`config.mk`:
```
export PLATFORM = sky130hd
export DESIGN_NAME = trojan_probe_ctrl
export DESIGN_NICKNAME = d
export VERILOG_FILES = /design/src/rtl/trojan_probe_ctrl.sv
export SDC_FILE = /design/constraint.sdc
export NUM_CORES = 1
export LEC_CHECK = 0
export CAP_MARGIN = 20
export CORE_ASPECT_RATIO = 1.75
export CORE_MARGIN = 3
export CORE_UTILIZATION = 53
export DETAILED_ROUTE_END_ITERATION = 7
export PLACE_DENSITY = 0.89
export SYNTH_ARGS = -nofsm -noshare
export SYNTH_HDL_FRONTEND = slang
export SYNTH_SLANG_ARGS = --single-unit
```
`constraint.sdc`:
```
create_clock -name clk -period 5.85 [get_ports clk]
set_clock_uncertainty 0.2 [all_clocks]
set_input_delay 1.755 -clock clk [delete_from_list [all_inputs] [get_ports clk]]
set_output_delay 1.755 -clock clk [all_outputs]
set_load 0.05 [all_outputs]
```
`src/rtl/trojan_probe_ctrl.sv`:
```
// Hardware-trojan probe: sweeps all eight {A,B,C} vectors into a circuit under test,
// compares each settled response with the golden function and records the failures.
module trojan_probe_ctrl #(
    parameter int SETTLE = 2
) (
    input  logic       clk,
    input  logic       rst_n,
    input  logic       start,
    output logic [2:0] dut_vec,
    input  logic [3:0] dut_resp,
    output logic       busy,
    output logic       done,
    output logic       trojan_flag,
    output logic [3:0] mismatch_cnt,
    output logic [7:0] fail_mask,
    output logic [2:0] first_fail_vec,
    output logic [3:0] first_fail_bits,
    output logic [1:0] dbg_state
);

    localparam logic [1:0] S_IDLE   = 2'd0;
    localparam logic [1:0] S_SETTLE = 2'd1;
    localparam logic [1:0] S_CHECK  = 2'd2;
    localparam logic [1:0] S_DONE   = 2'd3;

    localparam logic [3:0] CNT_LAST = 4'(SETTLE - 1);

    logic [1:0] r_state;
    logic [3:0] r_cnt;
    logic [2:0] r_vec;
    logic [3:0] r_mcnt;
    logic [7:0] r_mask;
    logic [2:0] r_ffv;
    logic [3:0] r_ffb;

    logic [3:0] w_golden;
    logic [3:0] w_diff;
    logic       w_fail;

    // Golden response bits {E,F,G,H} for the vector currently applied.
    assign w_golden = {r_vec[2] & r_vec[1],
                       r_vec[2] | r_vec[0],
                       ~r_vec[0],
                       r_vec[2] & r_vec[1] & r_vec[0]};
    assign w_diff   = dut_resp ^ w_golden;
    assign w_fail   = (w_diff != 4'd0);

    always_ff @(posedge clk) begin
        if (!rst_n) begin
            r_state <= S_IDLE;
            r_cnt   <= 4'd0;
            r_vec   <= 3'd0;
            r_mcnt  <= 4'd0;
            r_mask  <= 8'd0;
            r_ffv   <= 3'd0;
            r_ffb   <= 4'd0;
        end else begin
            case (r_state)
                S_IDLE: begin
                    if (start) begin
                        r_state <= S_SETTLE;
                        r_cnt   <= 4'd0;
                        r_vec   <= 3'd0;
                        r_mcnt  <= 4'd0;
                        r_mask  <= 8'd0;
                        r_ffv   <= 3'd0;
                        r_ffb   <= 4'd0;
                    end
                end
                S_SETTLE: begin
                    if (r_cnt == CNT_LAST) begin
                        r_state <= S_CHECK;
                    end else begin
                        r_cnt <= r_cnt + 4'd1;
                    end
                end
                S_CHECK: begin
                    if (w_fail) begin
                        r_mask[r_vec] <= 1'b1;
                        r_mcnt        <= r_mcnt + 4'd1;
                        // Only the lowest failing vector is captured in a sweep.
                        if (r_mcnt == 4'd0) begin
                            r_ffv <= r_vec;
                            r_ffb <= w_diff;
                        end
                    end
                    if (r_vec == 3'd7) begin
                        r_state <= S_DONE;
                    end else begin
                        r_state <= S_SETTLE;
                        r_vec   <= r_vec + 3'd1;
                        r_cnt   <= 4'd0;
                    end
                end
                default: begin
                    r_state <= S_IDLE;
                end
            endcase
        end
    end

    assign dut_vec         = r_vec;
    assign busy            = (r_state == S_SETTLE) || (r_state == S_CHECK);
    assign done            = (r_state == S_DONE);
    assign trojan_flag     = (r_mcnt != 4'd0);
    assign mismatch_cnt    = r_mcnt;
    assign fail_mask       = r_mask;
    assign first_fail_vec  = r_ffv;
    assign first_fail_bits = r_ffb;
    assign dbg_state       = r_state;

endmodule

```
==> impl_metrics.ini <==
[status]
outcome = completed

[global_routing]
grt_overflow = 0
grt_max_degree = 18
antenna_found_initial = 0
grt_pass1_wl_mm = 5.77
grtUsageTotal_pct = 21.3
grt_pass1_vias = 1337

[sta]
setup_viol = 0
slew_headroom_pct = 47.2
tightest_slew_ps = 786
finalHoldViolCount = 0
rsz0062_at_grt = false
max_freq_mhz = 255
drv_slew = 0
fin_crit_sh_pct = 67.0
fin_crit_ps = 3920
setup_tns_ps = 0

[cts]
h-tree-depth = 1
ctsHoldBuffers = 0
cts_tree = yes
clockRootBuffer = clkbuf_8
cts_setup_buffers = 0
clk_path_buf_depth = 2
clkSlewWorstSetupHoldPaths_ps = 100
numCtsBuffers = 3
clkSinkCount = 28
insertion_delay_ps = 280
post_cts_resized = 0

[placed_design]
io_buffers = 33
place_congestion = 0.751
post-dp-hpwl_mm = 2.68
post_dp_cell_area_um2 = 1810

[detailed_routing]
drc = 0
drtIter0Drc = 25
ant_nets = 0
via_per_inst = 6.19
firstDrtPassIters = 4
routedWlPerCell_um = 15.5
routed_wl_mm = 3.51
vias = 1399

[final_layout]
final_cell_area_um2 = 1870
drive_gt1_share_pct = 3.50
fin_nets = 218
diodes = 0
areaGrowthSynthToFinish_pct = 25.9

[synthesis]
synth_area_um2 = 1480
ys.flop_type = dfxtp_1
yosysSeqAreaShare_pct = 37.8
synth.net_count = 186
synth-async-reset-ratio_pct = 0
synth-edff-count = 0
yosys_warnings = 0
syn_inst = 169
synth_area_per_cell_um2 = 8.77
synth-seq-cells = 28
synth.distinct_cells = 42

[min_path]
min_path_cells = 1
hp-start = fail_mask[5]$_SDFFE_PN0P_
holdCritPathClass = register to register
min_to = fail_mask[5]$_SDFFE_PN0P_

[power_and_ir_drop]
ir_drop_mv = 0.545
pwr_density_cell_nw_per_um2 = 449
leakagePower_nw = 0.703

[flow_run]
drv_cap = 0

[floorplan]
floorplan.initialDensity_pct = 57.4
row_count = 24
die_w_um = 46.0
dieArea_um2 = 3490
core-area_um2 = 2580
pin_count = 34
die_y_um = 75.9

[worst_setup_path]
arrival_ps = 1960
cp_max_fo = 6
r2r_start = dut_vec[0]$_SDFFE_PN0P_
critPathKind = register to primary output
reg2reg_depth = 5
critPathLaunchType = register
end_kind = primary output
required_ps = 3890
r2r_setup_slack_ps = 3270
timing.rr.end = fail_mask[1]$_SDFFE_PN0P_
[critical path, cell delays in order (launching register included)]
cell and delay, ps:
dfxtp_1 430, inv_1 70, ha_1 200, nand2_1 150, clkdlybuf4s50_1 830
[layout make-up]
cell class | count | area, µm²
clock buffer | 4 | 55.1
sequential | 28 | 561
timing repair buffer | 33 | 330
fill | 199 | 717
inverter | 9 | 33.8
multi-input combinational | 126 | 853
tap | 26 | 32.5
[worst max path at each step]
stage	start	end	slack [ps]
final	mismatch_cnt[0]$_SDFFE_PN0P_	trojan_flag	1930
after global routing	rst_n	fail_mask[6]$_SDFFE_PN0P_	1770
after CTS	mismatch_cnt[0]$_SDFFE_PN0P_	trojan_flag	1910
after detailed placement	dut_resp[2]	fail_mask[6]$_SDFFE_PN0P_	1790
after global placement	dut_resp[2]	fail_mask[7]$_SDFFE_PN0P_	1940
after floorplan	dbg_state[0]$_SDFFE_PN0P_	busy	2490
[cell usage after synthesis, types with 2 or more instances]
master | count | area (µm²)
dfxtp_1 | 28 | 561
nand2_1 | 16 | 60.1
nor2_1 | 14 | 52.6
ha_1 | 10 | 125
nand3_1 | 10 | 50.1
inv_1 | 9 | 33.8
o21ai_0 | 9 | 45.0
a21oi_1 | 7 | 35.0
nor2b_1 | 6 | 37.5
o31ai_1 | 6 | 45.0
o21a_1 | 4 | 30.0
xor2_1 | 4 | 35.0
a22o_1 | 3 | 26.3
a22oi_1 | 3 | 22.5
a32o_1 | 3 | 30.0
clkbuf_1 | 3 | 11.3
xnor2_1 | 3 | 26.3
a211oi_1 | 2 | 15.0
a21boi_0 | 2 | 15.0
and3_1 | 2 | 12.5
nand2b_1 | 2 | 12.5
o211ai_1 | 2 | 15.0
or3_1 | 2 | 12.5
[layer usage]
metal	track usage, %	wire [µm]
met3	2.84	117
met2	39.1	2000
met1	22.0	1340
met5	0	0
met4	8.55	53
[sequential cells by signal, summed over array words and instances, names as in the netlist]
register / cells
first_fail_vec: 3
first_fail_bits: 4
dut_vec: 3
dbg_state: 2
mismatch_cnt: 4
fail_mask: 8
r_cnt: 4
[layout by cell type, fill, tap and decap left out, types with 6 or more instances in the layout]
cell type	instances
ha_1	10
nand3_1	10
nand2_1	16
a21oi_1	7
nor2_1	14
nor2b_1	6
o31ai_1	6
dfxtp_1	28
inv_1	9
o21ai_0	9
clkdlybuf4s50_1	33
[cell families after synthesis]
family          after synthesis  share of synthesized area, %
xor+xnor                      7                          4.14
buf+inv                      15                          4.56
mux                           2                          1.44
compound gates               48                          23.0
flops                        28                          37.8
fa+ha+maj                    10                          8.45
simple gates                 59                          20.6
[through the flow]
| stage | utilization [%] | cells | setup WS [ps] | hold slack [ps] | total power, mW |
|---|---|---|---|---|---|
| final | 72.2 | 226 | 1930 | 275 | 0.837 |
| after detailed placement | 70.1 | 222 | 1790 | 260 | 0.721 |
| after global placement | 70.1 | 222 | 1940 | 243 | 0.705 |
| after CTS | 72.2 | 226 | 1910 | 281 | 0.841 |
| after floorplan | - | 169 | 2490 | 265 | 0.595 |
| after global routing | 72.2 | 226 | 1770 | 306 | 0.888 |
[where the power goes]
group	switching, mW	total, mW	internal (mW)
Clock	0.0592	0.120	0.0603
Sequential	0.0359	0.253	0.217
Combinational	0.313	0.464	0.151
Total	0.408	0.837	0.429
(Power assumes the default switching activity.)
